File: config.mk
export PLATFORM = sky130hd
export DESIGN_NAME = exec_stage_md
export DESIGN_NICKNAME = d
export VERILOG_FILES = /design/src/rtl/exec_stage_md.sv
export SDC_FILE = /design/constraint.sdc
export NUM_CORES = 2
export LEC_CHECK = 0
export CORE_MARGIN = 2
export CORE_UTILIZATION = 30
export DETAILED_ROUTE_END_ITERATION = 10
export GPL_TIMING_DRIVEN = 0
export PLACE_DENSITY = 0.52
export SYNTH_ARGS = -nofsm -noshare
export SYNTH_HDL_FRONTEND = slang
export SYNTH_SLANG_ARGS = --single-unit
File: constraint.sdc
create_clock -name clk -period 14.8 [get_ports clk]
set_clock_uncertainty 0.15 [all_clocks]
set_input_delay 2.22 -clock clk [delete_from_list [all_inputs] [get_ports clk]]
set_output_delay 2.22 -clock clk [all_outputs]
set_load 0.1 [all_outputs]
File: src/rtl/exec_stage_md.sv
// rtl/exec_stage_md.sv - execute stage with single-cycle ALU, HI/LO multiply and restoring divide
module exec_stage_md #(
    parameter int XLEN = 32,
    localparam int SHW = $clog2(XLEN)
) (
    input  logic            clk,
    input  logic            reset,
    input  logic            flush,
    input  logic            in_valid,
    output logic            in_ready,
    input  logic [4:0]      in_op,
    input  logic [XLEN-1:0] in_a,
    input  logic [XLEN-1:0] in_b,
    input  logic [SHW-1:0]  in_sa,
    input  logic [4:0]      in_dst,
    input  logic [XLEN-1:0] in_pc,
    output logic            out_valid,
    input  logic            out_ready,
    output logic [XLEN-1:0] out_result,
    output logic [4:0]      out_dst,
    output logic [XLEN-1:0] out_pc,
    output logic            out_wen
);
    localparam logic [4:0] OP_ADD = 5'd0, OP_SUB = 5'd1, OP_AND = 5'd2, OP_OR = 5'd3,
                           OP_XOR = 5'd4, OP_NOR = 5'd5, OP_SLT = 5'd6, OP_SLTU = 5'd7,
                           OP_SLL = 5'd8, OP_SRL = 5'd9, OP_SRA = 5'd10, OP_PASSB = 5'd11,
                           OP_PASSA = 5'd12, OP_MULT = 5'd13, OP_MULTU = 5'd14, OP_DIV = 5'd15,
                           OP_DIVU = 5'd16, OP_MFHI = 5'd17, OP_MFLO = 5'd18, OP_MTHI = 5'd19,
                           OP_MTLO = 5'd20;

    typedef enum logic [1:0] {ST_IDLE, ST_MUL, ST_DIV} state_t;

    state_t            state_q, state_d;
    logic              out_valid_q, out_valid_d, out_wen_q, out_wen_d;
    logic [XLEN-1:0]   out_result_q, out_result_d, out_pc_q, out_pc_d;
    logic [4:0]        out_dst_q, out_dst_d, pdst_q, pdst_d;
    logic [XLEN-1:0]   hi_q, hi_d, lo_q, lo_d;
    logic [XLEN-1:0]   opa_q, opa_d, opb_q, opb_d, rem_q, rem_d, dvd_q, dvd_d, ppc_q, ppc_d;
    logic [SHW-1:0]    cnt_q, cnt_d;
    logic              done_q, done_d, sgn_q, sgn_d, negq_q, negq_d, negr_q, negr_d;
    logic              div0_q, div0_d;

    logic [XLEN-1:0]   alu_res;
    logic              alu_wen;
    logic [2*XLEN-1:0] mul_ea, mul_eb, mul_prod;
    logic [XLEN:0]     div_shift;
    logic              div_ge;
    logic [XLEN-1:0]   div_sub, quo_nxt, rem_nxt, quo_raw, rem_raw, div_lo, div_hi;
    logic              slot_free, accept, is_div_op;

    assign slot_free = !out_valid_q || out_ready;
    assign in_ready  = (state_q == ST_IDLE) && slot_free && !flush;
    assign accept    = in_valid && in_ready;
    assign is_div_op = (in_op == OP_DIV) || (in_op == OP_DIVU);

    always_comb begin
        alu_res = '0;
        case (in_op)
            OP_ADD:   alu_res = in_a + in_b;
            OP_SUB:   alu_res = in_a - in_b;
            OP_AND:   alu_res = in_a & in_b;
            OP_OR:    alu_res = in_a | in_b;
            OP_XOR:   alu_res = in_a ^ in_b;
            OP_NOR:   alu_res = ~(in_a | in_b);
            OP_SLT:   alu_res = {{(XLEN-1){1'b0}}, $signed(in_a) < $signed(in_b)};
            OP_SLTU:  alu_res = {{(XLEN-1){1'b0}}, in_a < in_b};
            OP_SLL:   alu_res = in_b << in_sa;
            OP_SRL:   alu_res = in_b >> in_sa;
            OP_SRA:   alu_res = $unsigned($signed(in_b) >>> in_sa);
            OP_PASSB: alu_res = in_b;
            OP_PASSA: alu_res = in_a;
            OP_MFHI:  alu_res = hi_q;
            OP_MFLO:  alu_res = lo_q;
            default:  alu_res = '0;
        endcase
        alu_wen = (in_op <= OP_PASSA) || (in_op == OP_MFHI) || (in_op == OP_MFLO);
    end

    // Operands are widened with sign or zero so one unsigned multiplier serves both MULT and MULTU.
    always_comb begin
        mul_ea   = {{XLEN{sgn_q & opa_q[XLEN-1]}}, opa_q};
        mul_eb   = {{XLEN{sgn_q & opb_q[XLEN-1]}}, opb_q};
        mul_prod = mul_ea * mul_eb;
    end

    // One restoring step on magnitudes; opa_q shifts out dividend bits and shifts in quotient bits.
    always_comb begin
        div_shift = {rem_q, opa_q[XLEN-1]};
        div_ge    = div_shift >= {1'b0, opb_q};
        div_sub   = div_shift[XLEN-1:0] - opb_q;
        rem_nxt   = div_ge ? div_sub : div_shift[XLEN-1:0];
        quo_nxt   = {opa_q[XLEN-2:0], div_ge};
        quo_raw   = done_q ? opa_q : quo_nxt;
        rem_raw   = done_q ? rem_q : rem_nxt;
        if (div0_q) begin
            div_lo = '1;
            div_hi = dvd_q;
        end else begin
            div_lo = negq_q ? -quo_raw : quo_raw;
            div_hi = negr_q ? -rem_raw : rem_raw;
        end
    end

    always_comb begin
        state_d      = state_q;
        out_valid_d  = out_valid_q;
        out_result_d = out_result_q;
        out_dst_d    = out_dst_q;
        out_pc_d     = out_pc_q;
        out_wen_d    = out_wen_q;
        hi_d         = hi_q;
        lo_d         = lo_q;
        opa_d        = opa_q;
        opb_d        = opb_q;
        rem_d        = rem_q;
        dvd_d        = dvd_q;
        cnt_d        = cnt_q;
        done_d       = done_q;
        sgn_d        = sgn_q;
        negq_d       = negq_q;
        negr_d       = negr_q;
        div0_d       = div0_q;
        pdst_d       = pdst_q;
        ppc_d        = ppc_q;
        if (flush) begin
            out_valid_d = 1'b0;
            state_d     = ST_IDLE;
            done_d      = 1'b0;
        end else begin
            if (out_valid_q && out_ready) out_valid_d = 1'b0;
            case (state_q)
                ST_IDLE: begin
                    if (accept) begin
                        pdst_d = in_dst;
                        ppc_d  = in_pc;
                        if (in_op == OP_MULT || in_op == OP_MULTU) begin
                            state_d = ST_MUL;
                            opa_d   = in_a;
                            opb_d   = in_b;
                            sgn_d   = (in_op == OP_MULT);
                        end else if (is_div_op) begin
                            state_d = ST_DIV;
                            sgn_d   = (in_op == OP_DIV);
                            opa_d   = (in_op == OP_DIV && in_a[XLEN-1]) ? -in_a : in_a;
                            opb_d   = (in_op == OP_DIV && in_b[XLEN-1]) ? -in_b : in_b;
                            negq_d  = (in_op == OP_DIV) && (in_a[XLEN-1] ^ in_b[XLEN-1]);
                            negr_d  = (in_op == OP_DIV) && in_a[XLEN-1];
                            div0_d  = (in_b == '0);
                            dvd_d   = in_a;
                            rem_d   = '0;
                            cnt_d   = '0;
                            done_d  = 1'b0;
                        end else begin
                            out_valid_d  = 1'b1;
                            out_result_d = alu_res;
                            out_wen_d    = alu_wen;
                            out_dst_d    = in_dst;
                            out_pc_d     = in_pc;
                            if (in_op == OP_MTHI) hi_d = in_a;
                            if (in_op == OP_MTLO) lo_d = in_a;
                        end
                    end
                end
                ST_MUL: begin
                    if (slot_free) begin
                        {hi_d, lo_d} = mul_prod;
                        state_d      = ST_IDLE;
                        out_valid_d  = 1'b1;
                        out_result_d = '0;
                        out_wen_d    = 1'b0;
                        out_dst_d    = pdst_q;
                        out_pc_d     = ppc_q;
                    end
                end
                ST_DIV: begin
                    if (done_q || cnt_q == SHW'(XLEN-1)) begin
                        if (slot_free) begin
                            hi_d         = div_hi;
                            lo_d         = div_lo;
                            done_d       = 1'b0;
                            state_d      = ST_IDLE;
                            out_valid_d  = 1'b1;
                            out_result_d = '0;
                            out_wen_d    = 1'b0;
                            out_dst_d    = pdst_q;
                            out_pc_d     = ppc_q;
                        end else if (!done_q) begin
                            opa_d  = quo_nxt;
                            rem_d  = rem_nxt;
                            done_d = 1'b1;
                        end
                    end else begin
                        opa_d = quo_nxt;
                        rem_d = rem_nxt;
                        cnt_d = cnt_q + 1'b1;
                    end
                end
                default: state_d = ST_IDLE;
            endcase
        end
    end

    always_ff @(posedge clk or posedge reset) begin
        if (reset) begin
            state_q      <= ST_IDLE;
            out_valid_q  <= 1'b0;
            out_result_q <= '0;
            out_dst_q    <= '0;
            out_pc_q     <= '0;
            out_wen_q    <= 1'b0;
            hi_q         <= '0;
            lo_q         <= '0;
            opa_q        <= '0;
            opb_q        <= '0;
            rem_q        <= '0;
            dvd_q        <= '0;
            cnt_q        <= '0;
            done_q       <= 1'b0;
            sgn_q        <= 1'b0;
            negq_q       <= 1'b0;
            negr_q       <= 1'b0;
            div0_q       <= 1'b0;
            pdst_q       <= '0;
            ppc_q        <= '0;
        end else begin
            state_q      <= state_d;
            out_valid_q  <= out_valid_d;
            out_result_q <= out_result_d;
            out_dst_q    <= out_dst_d;
            out_pc_q     <= out_pc_d;
            out_wen_q    <= out_wen_d;
            hi_q         <= hi_d;
            lo_q         <= lo_d;
            opa_q        <= opa_d;
            opb_q        <= opb_d;
            rem_q        <= rem_d;
            dvd_q        <= dvd_d;
            cnt_q        <= cnt_d;
            done_q       <= done_d;
            sgn_q        <= sgn_d;
            negq_q       <= negq_d;
            negr_q       <= negr_d;
            div0_q       <= div0_d;
            pdst_q       <= pdst_d;
            ppc_q        <= ppc_d;
        end
    end

    assign out_valid  = out_valid_q;
    assign out_result = out_result_q;
    assign out_dst    = out_dst_q;
    assign out_pc     = out_pc_q;
    assign out_wen    = out_wen_q;
endmodule

# Yosys cells after proc, flatten, opt, wreduce, memory -nomap -nowiden
# Cells that the tools add are included.
# totals
word_cells,211
ff_bits,312
rom_bits,0
n_memories,0
input_bits,116
output_inout_bits,72
latchBits,0
ram_bits,0
# classes
order_cmp,4
shifts,3
n_eq_ne,40
div,0
n_bitwise,9
n_reduce_logical,33
n_addsub,8
mul,1
mux,93
# op_table
cell,count
32-bit two-way mux,45
32-bit case mux with 15 select lines,1
32-bit case mux with 3 select lines,4
32-bit negation,4
32-bit case mux with 2 select lines,2
32-bit < comparator,2
33-bit by 33-bit multiplier with 64-bit output,1
32-bit subtractor,2
5-bit two-way mux,9
5-bit by 4-bit == test with 1-bit output (second input constant),8
33-bit by 32-bit >= comparator with 1-bit output,1
32-bit adder,1
32-bit AND,1
32-bit logical NOT,1
32-bit NOT,1
32-bit bitwise OR,1
32-bit by 5-bit << shifter with 32-bit output,1
32-bit by 5-bit right shift with 32-bit output,1
32-bit by 5-bit >>> shifter with 32-bit output,1
32-bit XOR,1
5-bit == test (second input constant),6
5-bit by 3-bit == test with 1-bit output (second input constant),4
1-bit two-way mux,20
6-bit AND reduction,3
31 further kinds,70

# Longest topological paths before layout
# depth
depth_word,9
mapped_depth,32
depth_no_buf,30

# Worst setup path before layout
# Ideal clock, no wire load.
# synth_timing
kind,register -> register
from,register opa_q[31]
to,register hi_q[31]
required_ns,14.511
period_less_slack_ns,8.704
n_path_buf,3
path_slack_ns,6.096
stages_incl_launch_ff,32
setup_time_ns,0.139
t_arrival_ns,8.416
path_cell_list,dfrtp_1 > clkbuf_1 > and2_1 > clkbuf_1 > nand2_1 > inv_1 > fa_1 > inv_1 > fa_1 > inv_1 > fa_1 > fa_1 > inv_1 > fa_1 > inv_1 > fa_1 > inv_1 > fa_1 > fa_1 > inv_1 > ha_1 > clkbuf_1 > a21o_1 > a21o_1 > a2111o_1 > a31oi_1 > o211ai_1 > o211ai_1 > o2111ai_1 > xnor2_1 > nor3_1 > or4_1
# synth_via
elab_chain_len,9
elab_cells_between_ends,13
cone_classes,2 x add/sub; 1 x mul; 1 x order compare; 8 x mux; 1 x bitwise
# synth_lines
element,line,text
start: declaration,38,"logic [XLEN-1:0] opa_q, opa_d, opb_q, opb_d, rem_q, rem_d, dvd_q, dvd_d, ppc_q, ppc_d;"
start signal: assignment,234,opa_q <= opa_d;
32-bit subtractor or 33-bit by 32-bit >= comparator with 1-bit output (tied branches),"90, 89",
32-bit two-way mux,91,rem_nxt = div_ge ? div_sub : div_shift[XLEN-1:0];
32-bit two-way mux,-,
32-bit negation,100,div_hi = negr_q ? -rem_raw : rem_raw;
32-bit two-way mux,100,
32-bit two-way mux,95,if (div0_q) begin
32-bit two-way mux,177,if (slot_free) begin
32-bit two-way mux,176,if (done_q || cnt_q == SHW'(XLEN-1)) begin
32-bit case mux with 3 select lines (*),131,case (state_q)
end signal: assignment,232,hi_q <= hi_d;
end: declaration,37,"logic [XLEN-1:0] hi_q, hi_d, lo_q, lo_d;"
# Every way passes the cells marked *; elsewhere a longest branch is shown, timed or not. The select of a mux whose other input is x is not followed.
# A chain may end at the register's enable or synchronous reset.

# Worst setup path in the final report
# layout_timing
from,register opa_q[31]
to,register hi_q[15]
# Same word-level chain as after synthesis.

==> impl_metrics.py <==
metrics = {
    "floorplan": {
        "start_util_pct": 30.1,
        "rows": 173,
        "die_w_um": 476,
        "ioPinCount": 188,
        "coreArea_um2": 222000,
        "die-area_um2": 226000,
        "die_h_um": 476,
    },
    "clock_tree": {
        "htree_levels": 2,
        "cts-hold-fix-buffers": 0,
        "cts.sinks": 312,
        "clk_latency_ps": 630,
        "cts_resized": 0,
        "cts_made_buffers": 40,
        "cts_tree": "yes",
        "cts.clk_slew.worst_paths_ps": 70,
        "cts_root_buf": "clkbuf_16",
        "ctsLongestPathBuffers": 3,
        "cts_setup_buffers": 0,
    },
    "synth": {
        "synth_seq_cells": 312,
        "synthesis.nets": 9549,
        "synth_top_area_cell": "fa_1",
        "yosysWarnings": 0,
        "yosysTopAreaCellShare_pct": 33.8,
        "syn_area_per_cell_um2": 8.39,
        "syn_area_um2": 66700,
        "synthArstFlopShare_pct": 100,
        "synth_edf_count": 0,
        "synth_most_common_cell": "inv_1",
        "ys.flop_type": "dfrtp_1",
        "synth.top_cells.by_count": "inv_1, nand2_1, fa_1",
        "synth_area_leaders": "fa_1, dfrtp_1, inv_1",
        "syn_inst": 7954,
        "yosysUniqueCellTypes": 100,
        "synth_seq_area_share_pct": 11.7,
    },
    "finish": {
        "area_delta_synth_final_pct": 10.7,
        "fillers": 23616,
        "seqCellArea_um2": 7810,
        "post-route-cell-area_um2": 73900,
        "final_nets": 9778,
        "drive_gt1_share_pct": 2.68,
        "multi_input_area_um2": 52000,
    },
    "global_routing": {
        "grt_pass1_wl_um": 493000,
        "grt_pass1_vias": 64312,
        "grt.overflow.total": 0,
        "grtUsageTotal_pct": 30.8,
        "grt_max_degree": 119,
        "antenna_found_initial": 38,
    },
    "sta": {
        "finalCriticalPeriod_ps": 12840,
        "fmax_ghz": 0.0779,
        "setup_violations": 0,
        "rsz0062_at_grt": "false",
        "hold_viol": 0,
        "slew_violations": 11,
        "post-route-period-util_pct": 86.8,
        "tightest_slew_ps": 1520,
        "max_slew_margin_pct": -1.08,
    },
    "critical_path": {
        "crit_top_cell": "fa_1",
        "end_kind": "register",
        "cp_slowest_stage_delay_ps": 990,
        "cp-start-kind": "register",
        "crit_type": "register to register",
        "cp_max_fo": 10,
        "crit_path_top_delay_cell": "clkbuf_1",
        "worstPathRequired_ps": 15090,
        "worst_ep_arrival_time_ps": 13130,
    },
    "outcome": {
        "outcome": "finished, violations left",
        "violations": "capacitance limit, slew limit",
    },
    "route": {
        "antenna_left": 0,
        "wl_per_cell_um": 31.4,
        "drt-pass1-iter-count": 11,
        "routed-via-count": 63215,
        "drc": 0,
        "drt-vias-per-instance": 5.64,
        "drt_iter0_drc": 7507,
        "routed_wl_um": 352000,
    },
    "place": {
        "hpwl_um": 290000,
        "routabilityCongestion": 1.04,
        "placed_cell_area_um2": 72400,
        "port-buffer-count": 184,
    },
    "flow_run": {
        "maxCapViolCount": 1,
    },
    "hold_path": {
        "min_path_type": "register to register",
    },
}
[final timing paths]
| check | start | cells after the start | slack, ps | end |
|---|---|---|---|---|
| worst max-delay path | opa_q[31] | 30 | 1960 | hi_q[15] |
| worst min-delay path | out_pc[9] | 2 | 330 | out_pc[9] |
| worst max register to register | opa_q[31] | 30 | 1960 | hi_q[15] |
| worst min register to register | out_pc[9] | 2 | 330 | out_pc[9] |
| max in group asynchronous | reset | 4 | 10910 | opb_q[29] |
| min in group asynchronous | reset | 2 | 1960 | state_q[1] |
[area by class of cell]
type | count | share of cell area, %
Antenna cell | 23 | 0.0779
Buffer | 542 | 2.82
Clock inverter | 19 | 0.354
Inverter | 1299 | 6.61
Clock buffer | 52 | 1.55
Sequential cell | 312 | 10.6
Multi-Input combinational cell | 5801 | 70.4
Tap cell | 2975 | 5.04
Timing Repair Buffer | 187 | 2.58
[cell families (layout without fill, tap and decap cells)]
group / Yosys count / after routing / synth area share, %
DFF: 312 / 312 / 11.7
AOI/OAI and AO/OA: 1527 / 1527 / 15.2
buffers and inverters: 1841 / 2099 / 10.4
and+or+nand+nor: 2413 / 2413 / 16.4
other: 0 / 23 / 0
xor gates and xnor gates: 190 / 190 / 2.49
muxes: 192 / 192 / 3.30
adders and majority gates: 1479 / 1479 / 40.4
[per-stage QoR]
stage | hold WS, ps | utilization, % | TNS [ps] | std cells | setup slack, ps
global placement | 307 | 32.6 | -303950 | 11113 | -1040
floorplan | 291 | - | 0 | 7954 | 3800
CTS | 332 | 33.3 | 0 | 11187 | 2260
global route | 353 | 33.3 | 0 | 11189 | 1720
finish | 332 | 33.3 | 0 | 11210 | 1960
detailed placement | 316 | 32.7 | 0 | 11116 | 2310
[layer usage]
layer | part of all wire [%] | up-vias | GRT usage, % | wire [µm]
li1 | - | 26203 | - | -
met2 | 43 | 3812 | 46.1 | 150000
met4 | 8.4 | 10 | 21.5 | 29600
met5 | 0.032 | - | 0 | 113
met1 | 39 | 32380 | 39.6 | 139000
met3 | 9.5 | 810 | 6.41 | 33300
[flip-flops by register name, indices dropped and copies added (netlist names), named ones only]
name        cells
cnt_q           5
state_q         2
hi_q           32
out_pc         32
ppc_q          32
opb_q          32
lo_q           32
rem_q          32
out_valid       1
out_wen         1
out_result     32
opa_q           1
done_q          1
div0_q          1
out_dst         5
negr_q          1
sgn_q           1
dvd_q          32
negq_q          1
pdst_q          5
[critical path: cells and delay by family (launching register included)]
kind / cells / cell delay, ps
AO/OA/AOI/OAI: 4 / 1310
XOR/XNOR: 1 / 300
adder cells (fa/ha/maj): 9 / 4510
buffers and inverters: 7 / 2330
flip-flops: 1 / 560
AND/OR/NAND/NOR: 9 / 3440
[placed cells by master (no fill, tap or decap), drive strengths merged, types with 38 or more instances in the layout]
cell type,n
nand2,1179
a22o,38
a21o,83
clkdlybuf4s50,184
o21ai,434
nand2b,42
clkbuf,538
o22ai,57
dfrtp,312
mux2,42
o211ai,49
nor2,423
mux2i,132
xnor2,146
a21oi,304
a31oi,38
a221oi,58
fa,1128
and3,43
and2,337
xor2,44
inv,1299
a211oi,47
nor3,94
ha,351
o31ai,65
buf,59
nand3,92
Power is left out: the tool's default activity adds up to more than one toggle a clock period on the data nets, which glitch-free logic cannot reach.
